File: src/rtl/pcm_mm_pkg.sv
// Shared types and constants for the PCM memory-mapped request resolver.
package pcm_mm_pkg;

    typedef enum logic [1:0] {
        IDLE,
        ISSUE,
        WAIT,
        RESP
    } resolver_state_t;

    localparam int CPU_AW     = 20;
    localparam int DATA_W     = 16;
    localparam int PCM_MEM_AW = 11;

    localparam logic [1:0] BYTE_EN_ALL = 2'b11;

endpackage

File: src/rtl/pcm_rr_arbiter.sv
// Round-robin arbiter: combinational grant of the first request at or after
// the pointer (wrapping), pointer moves past the grant when it is taken.
module pcm_rr_arbiter #(
    parameter int NUM_REQ = 4,
    localparam int PW = (NUM_REQ > 1) ? $clog2(NUM_REQ) : 1
) (
    input  logic               clk,
    input  logic               reset,
    input  logic [NUM_REQ-1:0] req,
    input  logic               advance,
    output logic               gnt_valid,
    output logic [PW-1:0]      gnt_idx
);

    logic [PW-1:0] ptr;
    logic [PW-1:0] cand;

    function automatic logic [PW-1:0] wrap_add(input logic [PW-1:0] base, input int unsigned off);
        int unsigned s;
        s = 32'(base) + off;
        return PW'(s % NUM_REQ);
    endfunction

    // Pick the first pending request at or after the pointer.
    always_comb begin
        gnt_valid = 1'b0;
        gnt_idx   = '0;
        cand      = '0;
        // Scan from farthest to nearest so the nearest set bit is the last write.
        for (int unsigned k = NUM_REQ; k > 0; k--) begin
            cand = wrap_add(ptr, k - 1);
            if (req[cand]) begin
                gnt_valid = 1'b1;
                gnt_idx   = cand;
            end
        end
    end

    // Advance the pointer to one past the granted channel.
    always_ff @(posedge clk) begin
        if (reset) begin
            ptr <= '0;
        end else if (advance && gnt_valid) begin
            ptr <= (gnt_idx == PW'(NUM_REQ - 1)) ? '0 : gnt_idx + 1'b1;
        end
    end

endmodule

File: src/rtl/pcm_mm_resolver.sv
// Memory-side responder for the per-CPU PCM request registers: arbitrates
// round-robin among pending requests and runs one access at a time on the
// 2K x 16 PCM memory port. Optional macro PCM_MM_RESOLVER_STATS_EN adds
// rd_count / wr_count transaction counters.
module pcm_mm_resolver
    import pcm_mm_pkg::*;
#(
    parameter int NUM_REQ      = 4,
    parameter int READ_LATENCY = 1,
    parameter int MEM_AW       = PCM_MEM_AW
) (
    input  logic                      clk,
    input  logic                      reset,
    input  logic [NUM_REQ-1:0]        schedule,
    input  logic [NUM_REQ-1:0]        req_write,
    input  logic [NUM_REQ*CPU_AW-1:0] req_addr,
    input  logic [NUM_REQ*DATA_W-1:0] req_wdata,
    output logic [NUM_REQ-1:0]        resolved,
    output logic [DATA_W-1:0]         rdata,
    output logic                      addr_err,
    output logic [MEM_AW-1:0]         mem_address,
    output logic                      mem_chipselect,
    output logic                      mem_clken,
    output logic                      mem_write,
    output logic [DATA_W-1:0]         mem_writedata,
    output logic [1:0]                mem_byteenable,
    input  logic [DATA_W-1:0]         mem_readdata
`ifdef PCM_MM_RESOLVER_STATS_EN
    ,
    output logic [15:0]               rd_count,
    output logic [15:0]               wr_count
`endif
);

    localparam int PW = (NUM_REQ > 1) ? $clog2(NUM_REQ) : 1;

    resolver_state_t      state;
    logic [PW-1:0]        grant_q;
    logic                 wr_q;
    logic                 err_q;
    logic [1:0]           wait_cnt;
    logic                 gnt_valid;
    logic [PW-1:0]        gnt_idx;
    logic [CPU_AW-1:0]    sel_addr;
    logic [DATA_W-1:0]    sel_wdata;
    logic                 sel_err;
    logic [NUM_REQ-1:0]   grant_onehot;

    assign mem_byteenable = BYTE_EN_ALL;
    assign sel_addr       = req_addr[gnt_idx*CPU_AW +: CPU_AW];
    assign sel_wdata      = req_wdata[gnt_idx*DATA_W +: DATA_W];
    assign sel_err        = |sel_addr[CPU_AW-1:MEM_AW];
    assign grant_onehot   = NUM_REQ'(1) << grant_q;

    pcm_rr_arbiter #(
        .NUM_REQ (NUM_REQ)
    ) u_arb (
        .clk       (clk),
        .reset     (reset),
        .req       (schedule),
        .advance   (state == IDLE),
        .gnt_valid (gnt_valid),
        .gnt_idx   (gnt_idx)
    );

    // Transaction FSM with registered memory strobes and response outputs.
    always_ff @(posedge clk) begin
        if (reset) begin
            state          <= IDLE;
            grant_q        <= '0;
            wr_q           <= 1'b0;
            err_q          <= 1'b0;
            wait_cnt       <= '0;
            resolved       <= '0;
            rdata          <= '0;
            addr_err       <= 1'b0;
            mem_address    <= '0;
            mem_chipselect <= 1'b0;
            mem_clken      <= 1'b0;
            mem_write      <= 1'b0;
            mem_writedata  <= '0;
`ifdef PCM_MM_RESOLVER_STATS_EN
            rd_count       <= '0;
            wr_count       <= '0;
`endif
        end else begin
            case (state)
                IDLE: begin
                    if (gnt_valid) begin
                        grant_q <= gnt_idx;
                        wr_q    <= req_write[gnt_idx];
                        err_q   <= sel_err;
                        // Strobes are loaded on the grant edge so they are on the bus throughout ISSUE.
                        if (!sel_err) begin
                            mem_chipselect <= 1'b1;
                            mem_clken      <= 1'b1;
                            mem_write      <= req_write[gnt_idx];
                            mem_address    <= sel_addr[MEM_AW-1:0];
                            mem_writedata  <= sel_wdata;
                        end
                        state <= ISSUE;
                    end
                end
                ISSUE: begin
                    mem_chipselect <= 1'b0;
                    mem_write      <= 1'b0;
                    if (wr_q || err_q) begin
                        mem_clken <= 1'b0;
                        rdata     <= '0;
                        resolved  <= grant_onehot;
                        addr_err  <= err_q;
                        state     <= RESP;
                    end else begin
                        mem_clken <= 1'b1;
                        wait_cnt  <= 2'(READ_LATENCY - 1);
                        state     <= WAIT;
                    end
                end
                WAIT: begin
                    if (wait_cnt == '0) begin
                        mem_clken <= 1'b0;
                        rdata     <= mem_readdata;
                        resolved  <= grant_onehot;
                        addr_err  <= 1'b0;
                        state     <= RESP;
                    end else begin
                        wait_cnt <= wait_cnt - 1'b1;
                    end
                end
                RESP: begin
                    resolved <= '0;
                    addr_err <= 1'b0;
`ifdef PCM_MM_RESOLVER_STATS_EN
                    if (!err_q) begin
                        if (wr_q) begin
                            wr_count <= wr_count + 16'd1;
                        end else begin
                            rd_count <= rd_count + 16'd1;
                        end
                    end
`endif
                    state <= IDLE;
                end
                default: state <= IDLE;
            endcase
        end
    end

endmodule

File: config.mk
export PLATFORM = sky130hd
export DESIGN_NAME = pcm_mm_resolver
export DESIGN_NICKNAME = d
export VERILOG_FILES = /design/src/rtl/pcm_mm_pkg.sv /design/src/rtl/pcm_rr_arbiter.sv /design/src/rtl/pcm_mm_resolver.sv
export SDC_FILE = /design/constraint.sdc
export NUM_CORES = 1
export LEC_CHECK = 0
export ABC_AREA = 1
export ABC_CLOCK_PERIOD_IN_PS = 2390
export CAP_MARGIN = 15
export CORE_MARGIN = 2
export CORE_UTILIZATION = 34
export DETAILED_ROUTE_END_ITERATION = 7
export HOLD_SLACK_MARGIN = 0.03
export PLACE_DENSITY = 0.78
export SETUP_SLACK_MARGIN = 0.3
export SKIP_CTS_REPAIR_TIMING = 1
export SYNTH_ARGS = -nofsm -noshare
export SYNTH_HDL_FRONTEND = slang
export SYNTH_HIERARCHICAL = 1
export SYNTH_SLANG_ARGS = --single-unit
File: constraint.sdc
create_clock -name clk -period 2.39 [get_ports clk]
set_input_delay 0.5975 -clock clk [delete_from_list [all_inputs] [get_ports clk]]
set_output_delay 0.5975 -clock clk [all_outputs]
set_load 0.05 [all_outputs]
==> reports/results.txt, run 1 <==
sequential-to-total area share from yosys stat -> 0.3416
Placeable Area -> 10280 sq um
TritonCTS clock tree -> built
Max Cap Violations -> 0
Synth area leaders -> dfxtp_1, nor2_1, o21ai_0
unrepaired setup endpoints after global routing -> true
Max-slew headroom -> 0.6168
Crit. Startpoint -> schedule[2]
Root Driver -> clkbuf_8
final core occ -> 0.6672
post-route cell area -> 6857 sq um
Final ANT Viol Nets -> 0
Setup WS post-layout -> 0.09755 ns
Leakage -> 3.585 nW
Worst path most repeated cell -> nand2_2
Max Buffers Root-to-Sink -> 2
Die Ht -> 106.5 microns
Nets -> 978
Layout area overhead -> 91.81%
pre-CTS WS -> -0.6608 ns
overall routing resource usage -> 0.2259
final hold vios -> 0
global-route wire length before repair -> 20490 microns
Vias/cell -> 4.975
Die Wd -> 106.5 microns
CP startpoint kind -> primary input
Reg clk slew, reported paths -> 0.07 ns
wire per inst -> 14.46 microns
Max Fclk -> 436.2 MHz
Tightest Pin Transition -> 0.5739 ns
PortBufs -> 220
initial DRC count -> 185
initial cell density of the core -> 0.3478
CP cell instances -> dlymetal6s2s_1, buf_6, inv_12, nand2_4, nand3_2, nand2_2, nand3_2, nand2_2, nand2_2, nand2_4, or2_1, nor2_1, nand2_1, nand2_2, nand2_2, nand2_4, nand2_8, clkbuf_16, o21ai_2, nor2_1
class of the worst hold path -> reg2reg
diode count -> 0
Mapped Cells -> 558
Detail Route met2 WL -> 6973 microns
DRC -> 0
Setup TNS -> 0 ns
min Tclk post-route -> 2.292 ns
Fin Clk Skew -> 0.007473 ns
Final Max Slew Viols -> 0
max incr delay on CP -> 0.24 ns
Power Density -> 993.5 nW/um^2
CP max-delay cell -> or2_1
clk sinks -> 61
Ys Warns -> 6
mapped cell area -> 3575 sq um
total power -> 6.812 mW
Worst EP arrival -> 2.53 ns
final setup fails -> 0
critical path type -> in2reg
Yosys reg bits -> 61
Overflow after GRT -> 0
vias post-DR -> 4691
wire length on met1 -> 5142 microns
period utilization -> 0.9592
row cnt -> 37
GP Congestion -> 0.8942
CP Max Fanout -> 7
DIE AREA -> 11350 sq um
Synth top area share -> 0.3416
min-delay src -> rdata[15]$_SDFFE_PP0P_
worst flop-to-flop path startpoint -> u_arb/ptr[0]$_SDFFE_PP0P_
HPWL after DPL -> 10470 microns
DP Area -> 6218 sq um
Setup crit end kind -> flip-flop
TritonCTS Buffers -> 9
VDD IR max -> 0.6813 mV
post-synth top area cell -> dfxtp_1
drt pass-1 iters -> 4
status -> finished clean
antenna violations before repair -> 0
share of cells above drive strength 1 -> 0.1673
H-tree depth -> 3
Avg Cell Area, Syn -> 6.406 sq um
WL final -> 13630 microns
Worst EP required -> 2.63 ns
routed wl met3 -> 1069 microns
Fill cells -> 899
largest net degree at the start of global routing -> 34
worst skew pair latency -> 0.34 ns
io pins -> 223
vias in the first global route -> 4629
Synth cell types -> 32
Max Used Layer -> met4
==> stage by stage <==
step                      cells  hold WS, ns
after floorplan             559       0.4426
after global placement      918       0.4513
after detailed placement    918       0.4581
after CTS                   934       0.4690
after global routing        943       0.4891
final                       943       0.4603
==> path summary, 6_finish.rpt <==
check	endpoint	slack (ns)	cells after the start
worst max register to register	mem_writedata[15]$_SDFFE_PP0P_	0.11	19
worst min register to register	rdata[15]$_SDFFE_PP0P_	0.46	2
worst max-delay path	mem_writedata[15]$_SDFFE_PP0P_	0.1	20
worst min-delay path	rdata[15]$_SDFFE_PP0P_	0.46	2
==> cells in the final DEF, fill, tap and decap left out, types with 2 or more instances in the layout <==
| cell | count |
|---|---|
| o22ai_1 | 27 |
| a21oi_1 | 25 |
| inv_8 | 2 |
| ha_1 | 6 |
| clkdlybuf4s50_1 | 165 |
| o21ai_0 | 62 |
| nand3_1 | 21 |
| nand3b_1 | 3 |
| nand2_1 | 50 |
| dlymetal6s2s_1 | 55 |
| conb_1 | 2 |
| nand3_2 | 7 |
| nand4_1 | 2 |
| clkbuf_8 | 9 |
| o21ai_1 | 13 |
| nor2_2 | 4 |
| clkbuf_16 | 3 |
| nand2_4 | 7 |
| o21ai_2 | 18 |
| inv_1 | 25 |
| buf_4 | 33 |
| buf_12 | 8 |
| nor3_1 | 8 |
| clkinv_2 | 2 |
| nor2_1 | 139 |
| inv_2 | 5 |
| buf_6 | 5 |
| o21ai_4 | 2 |
| a31oi_1 | 4 |
| dfxtp_1 | 60 |
| clkinvlp_4 | 2 |
| nand2_2 | 16 |
| a21oi_2 | 2 |
==> synthesized netlist by cell type <==
library cell,instances
or2_2,1
clkinv_2,1
nor2_2,2
or2_1,1
nand2_1,58
o21ai_0,78
o21ai_1,17
dfxtp_1,61
a21boi_0,1
a211oi_1,1
a21oi_1,26
nand3b_1,3
buf_6,6
ha_1,6
nand4_1,2
buf_4,2
clkbuf_1,21
a21oi_2,1
inv_1,30
a31oi_1,4
buf_2,6
nand3_1,28
conb_1,1
nor2_1,141
a32oi_1,1
nand2_4,1
o22ai_1,28
nor3_1,9
buf_1,2
inv_8,1
inv_2,3
nand2_2,15
==> sequential cells by signal, summed over array words and instances (netlist names), 2 cells and up <==
register / flops
u_arb/ptr: 2
wait_cnt: 2
rdata: 16
state: 2
mem_address: 11
mem_writedata: 16
resolved: 4
grant_q: 2
==> per-layer routing <==
| layer | GRT usage | up-vias |
|---|---|---|
| met2 | 0.4231 | 212 |
| met1 | 0.2366 | 2095 |
| met5 | 0 | - |
| li1 | - | 2344 |
| met3 | 0.06683 | 40 |
| met4 | 0.08442 | 0 |
==> where the power goes <==
group          internal, mW  switching (mW)  leakage (nW)  total, mW
clock                 0.479           0.408        0.0923      0.887
combinational          1.94            2.74          3.00       4.68
sequential             1.15          0.0926         0.495       1.24
total                  3.57            3.24          3.58       6.81
==> cell type report <==
cell class / instances / area (sq um) / area share
inverter: 35 / 166.4 / 0.02427
clock inverter: 6 / 63.81 / 0.009307
clock buffer: 10 / 127.6 / 0.01861
timing repair buffer: 269 / 2879 / 0.4199
tap: 136 / 170.2 / 0.02482
sequential: 61 / 1222 / 0.1783
multi-input combinational: 426 / 2227 / 0.3248
==> logic make-up (layout without fill, tap and decap cells) <==
group	Yosys count	in the layout	share of synthesized area
flops	61	61	0.3416
simple gates	261	261	0.3070
buf+inv	72	320	0.09485
fa+ha+maj	6	6	0.02100
other cells	1	2	0.001049
compound gates	157	157	0.2345
==> worst max-delay path, delay by kind of cell <==
family	cells	cell delay, ns
compound gates	1	0.12
buf+inv	4	0.49
simple gates	15	1.29
No activity file was read; power rests on OpenSTA's default activity.
==> inputs of run 2 (changes only) <==
--- a/config.mk
+++ b/config.mk
@@ -8,7 +8,6 @@
 export ABC_AREA = 1
 export ABC_CLOCK_PERIOD_IN_PS = 2390
 export CAP_MARGIN = 15
-export CORE_MARGIN = 2
 export CORE_UTILIZATION = 34
 export DETAILED_ROUTE_END_ITERATION = 7
 export HOLD_SLACK_MARGIN = 0.03
==> reports/results.txt, run 2 (same netlist as run 1, synthesis figures left out) <==
WL final -> 13970 microns
DRC -> 0
initial DRC count -> 188
Tightest Pin Transition -> 1.179 ns
VDD IR max -> 0.6155 mV
wire per inst -> 14.89 microns
vias post-DR -> 4656
TritonCTS clock tree -> built
Max-slew headroom -> 0.2132
class of the worst hold path -> reg2reg
most common cell after layout, fill and taps aside -> clkdlybuf4s50_1
unrepaired setup endpoints after global routing -> true
largest registers -> mem_writedata (16), rdata (16), mem_address (11)
Worst EP arrival -> 2.59 ns
initial cell density of the core -> 0.3478
Sw Pwr -> 3.238 mW
drt pass-1 iters -> 6
period utilization -> 0.9876
overall routing resource usage -> 0.2368
H-tree depth -> 3
Pint -> 3.608 mW
most frequent cells in the layout -> clkdlybuf4s50_1, nor2_1, o21ai_0, dfxtp_1, dlymetal6s2s_1
Final ANT Viol Nets -> 0
GP Congestion -> 0.8893
Max Buffers Root-to-Sink -> 2
io pins -> 223
diode count -> 0
PortBufs -> 220
TritonCTS Buffers -> 9
Setup TNS -> 0 ns
Setup crit end kind -> flip-flop
DP Cell Count -> 908
Worst EP required -> 2.62 ns
pre-CTS WS -> -0.7206 ns
post-route cell area -> 6879 sq um
Placeable Area -> 10280 sq um
critical path type -> reg2reg
min Tclk post-route -> 2.360 ns
Fin Clk Skew -> 0.006592 ns
Die Wd -> 104.5 microns
Max Cap Violations -> 0
largest net degree at the start of global routing -> 54
Reg clk slew, reported paths -> 0.07 ns
Vias/cell -> 4.964
Max Fclk -> 423.7 MHz
worst skew pair latency -> 0.34 ns
clk sinks -> 61
Leakage -> 3.593 nW
DP Area -> 6143 sq um
vias in the first global route -> 4581
Layout area overhead -> 92.44%
final setup fails -> 0
final hold vios -> 0
Flop pwr share -> 0.182
Power Density -> 995.1 nW/um^2
Die Ht -> 104.5 microns
HPWL after DPL -> 10060 microns
Comb pwr share -> 0.666
CP startpoint kind -> flip-flop
status -> finished clean
Setup WS post-layout -> 0.02970 ns
global-route wire length before repair -> 20950 microns
Root Driver -> clkbuf_8
CP Max Fanout -> 7
final cell count without fillers -> 938
Switching Share -> 0.4729
Nets -> 973
clock share of power -> 0.151
row cnt -> 37
share of cells above drive strength 1 -> 0.1608
DIE AREA -> 10930 sq um
Final Max Slew Viols -> 0
Overflow after GRT -> 0
antenna violations before repair -> 0
-- run 2: path summary, 6_finish.rpt --
kind,start,to,slack [ns],cells past startpoint
hold reg to reg,rdata[9]$_SDFFE_PP0P_,rdata[9]$_SDFFE_PP0P_,0.46,2
hold / removal,rdata[9]$_SDFFE_PP0P_,rdata[9]$_SDFFE_PP0P_,0.46,2
setup / recovery,u_arb/ptr[0]$_SDFFE_PP0P_,mem_address[3]$_SDFFE_PP0P_,0.03,19
setup reg to reg,u_arb/ptr[0]$_SDFFE_PP0P_,mem_address[3]$_SDFFE_PP0P_,0.03,19
-- run 2: final cells by class --
type	count	area, sq um
clock buffers	9	123.9
multi-input cells	426	2217
well taps	136	170.2
fillers	882	3398
inverters	35	171.4
flip-flops and latches	61	1226
clock inverters	7	98.84
repair buffers	264	2872
-- run 2: metal layers --
metal	vias to the layer above	global-route usage	wire length [microns]
met4	0	0.08980	316
met3	26	0.06987	860
met1	2124	0.2513	5519
met2	169	0.4371	7275
met5	-	0	0
li1	2337	-	-
-- run 2: critical path, cell delays in order (launching register included) --
cell and delay (ns):
dfxtp_4 0.36, buf_12 0.13, clkinv_8 0.07, nand2_2 0.06, nand2_2 0.09, nand2_2 0.08
nand3_2 0.09, nand2_2 0.06, nand2_2 0.09, nand2_4 0.08, buf_4 0.14, nor2_1 0.09
nand3b_1 0.11, nand2_1 0.10, nand3_2 0.11, nand2_4 0.11, nand2_8 0.10, clkbuf_16 0.19
o21ai_1 0.13, nor2_1 0.07
-- run 2: power by group through the flow --
stage	clock (mW)	combinational (mW)	sequential, mW
final	1.04	4.56	1.25
after global placement	0	4.01	1.26
after detailed placement	0	4.08	1.26
after CTS	1.05	4.11	1.24
after floorplan	0	2.37	1.52
after global routing	1.10	4.97	1.26
-- run 2: per-stage QoR --
stage	util	power [mW]	hold slack, ns
6_report	0.6693	6.845	0.4620
2_1_floorplan	-	3.884	0.4426
3_3_place_gp	0.5978	5.270	0.4523
5_1_grt	0.6693	7.336	0.4812
4_1_cts	0.6194	6.399	0.4681
3_5_place_dp	0.5978	5.346	0.4566
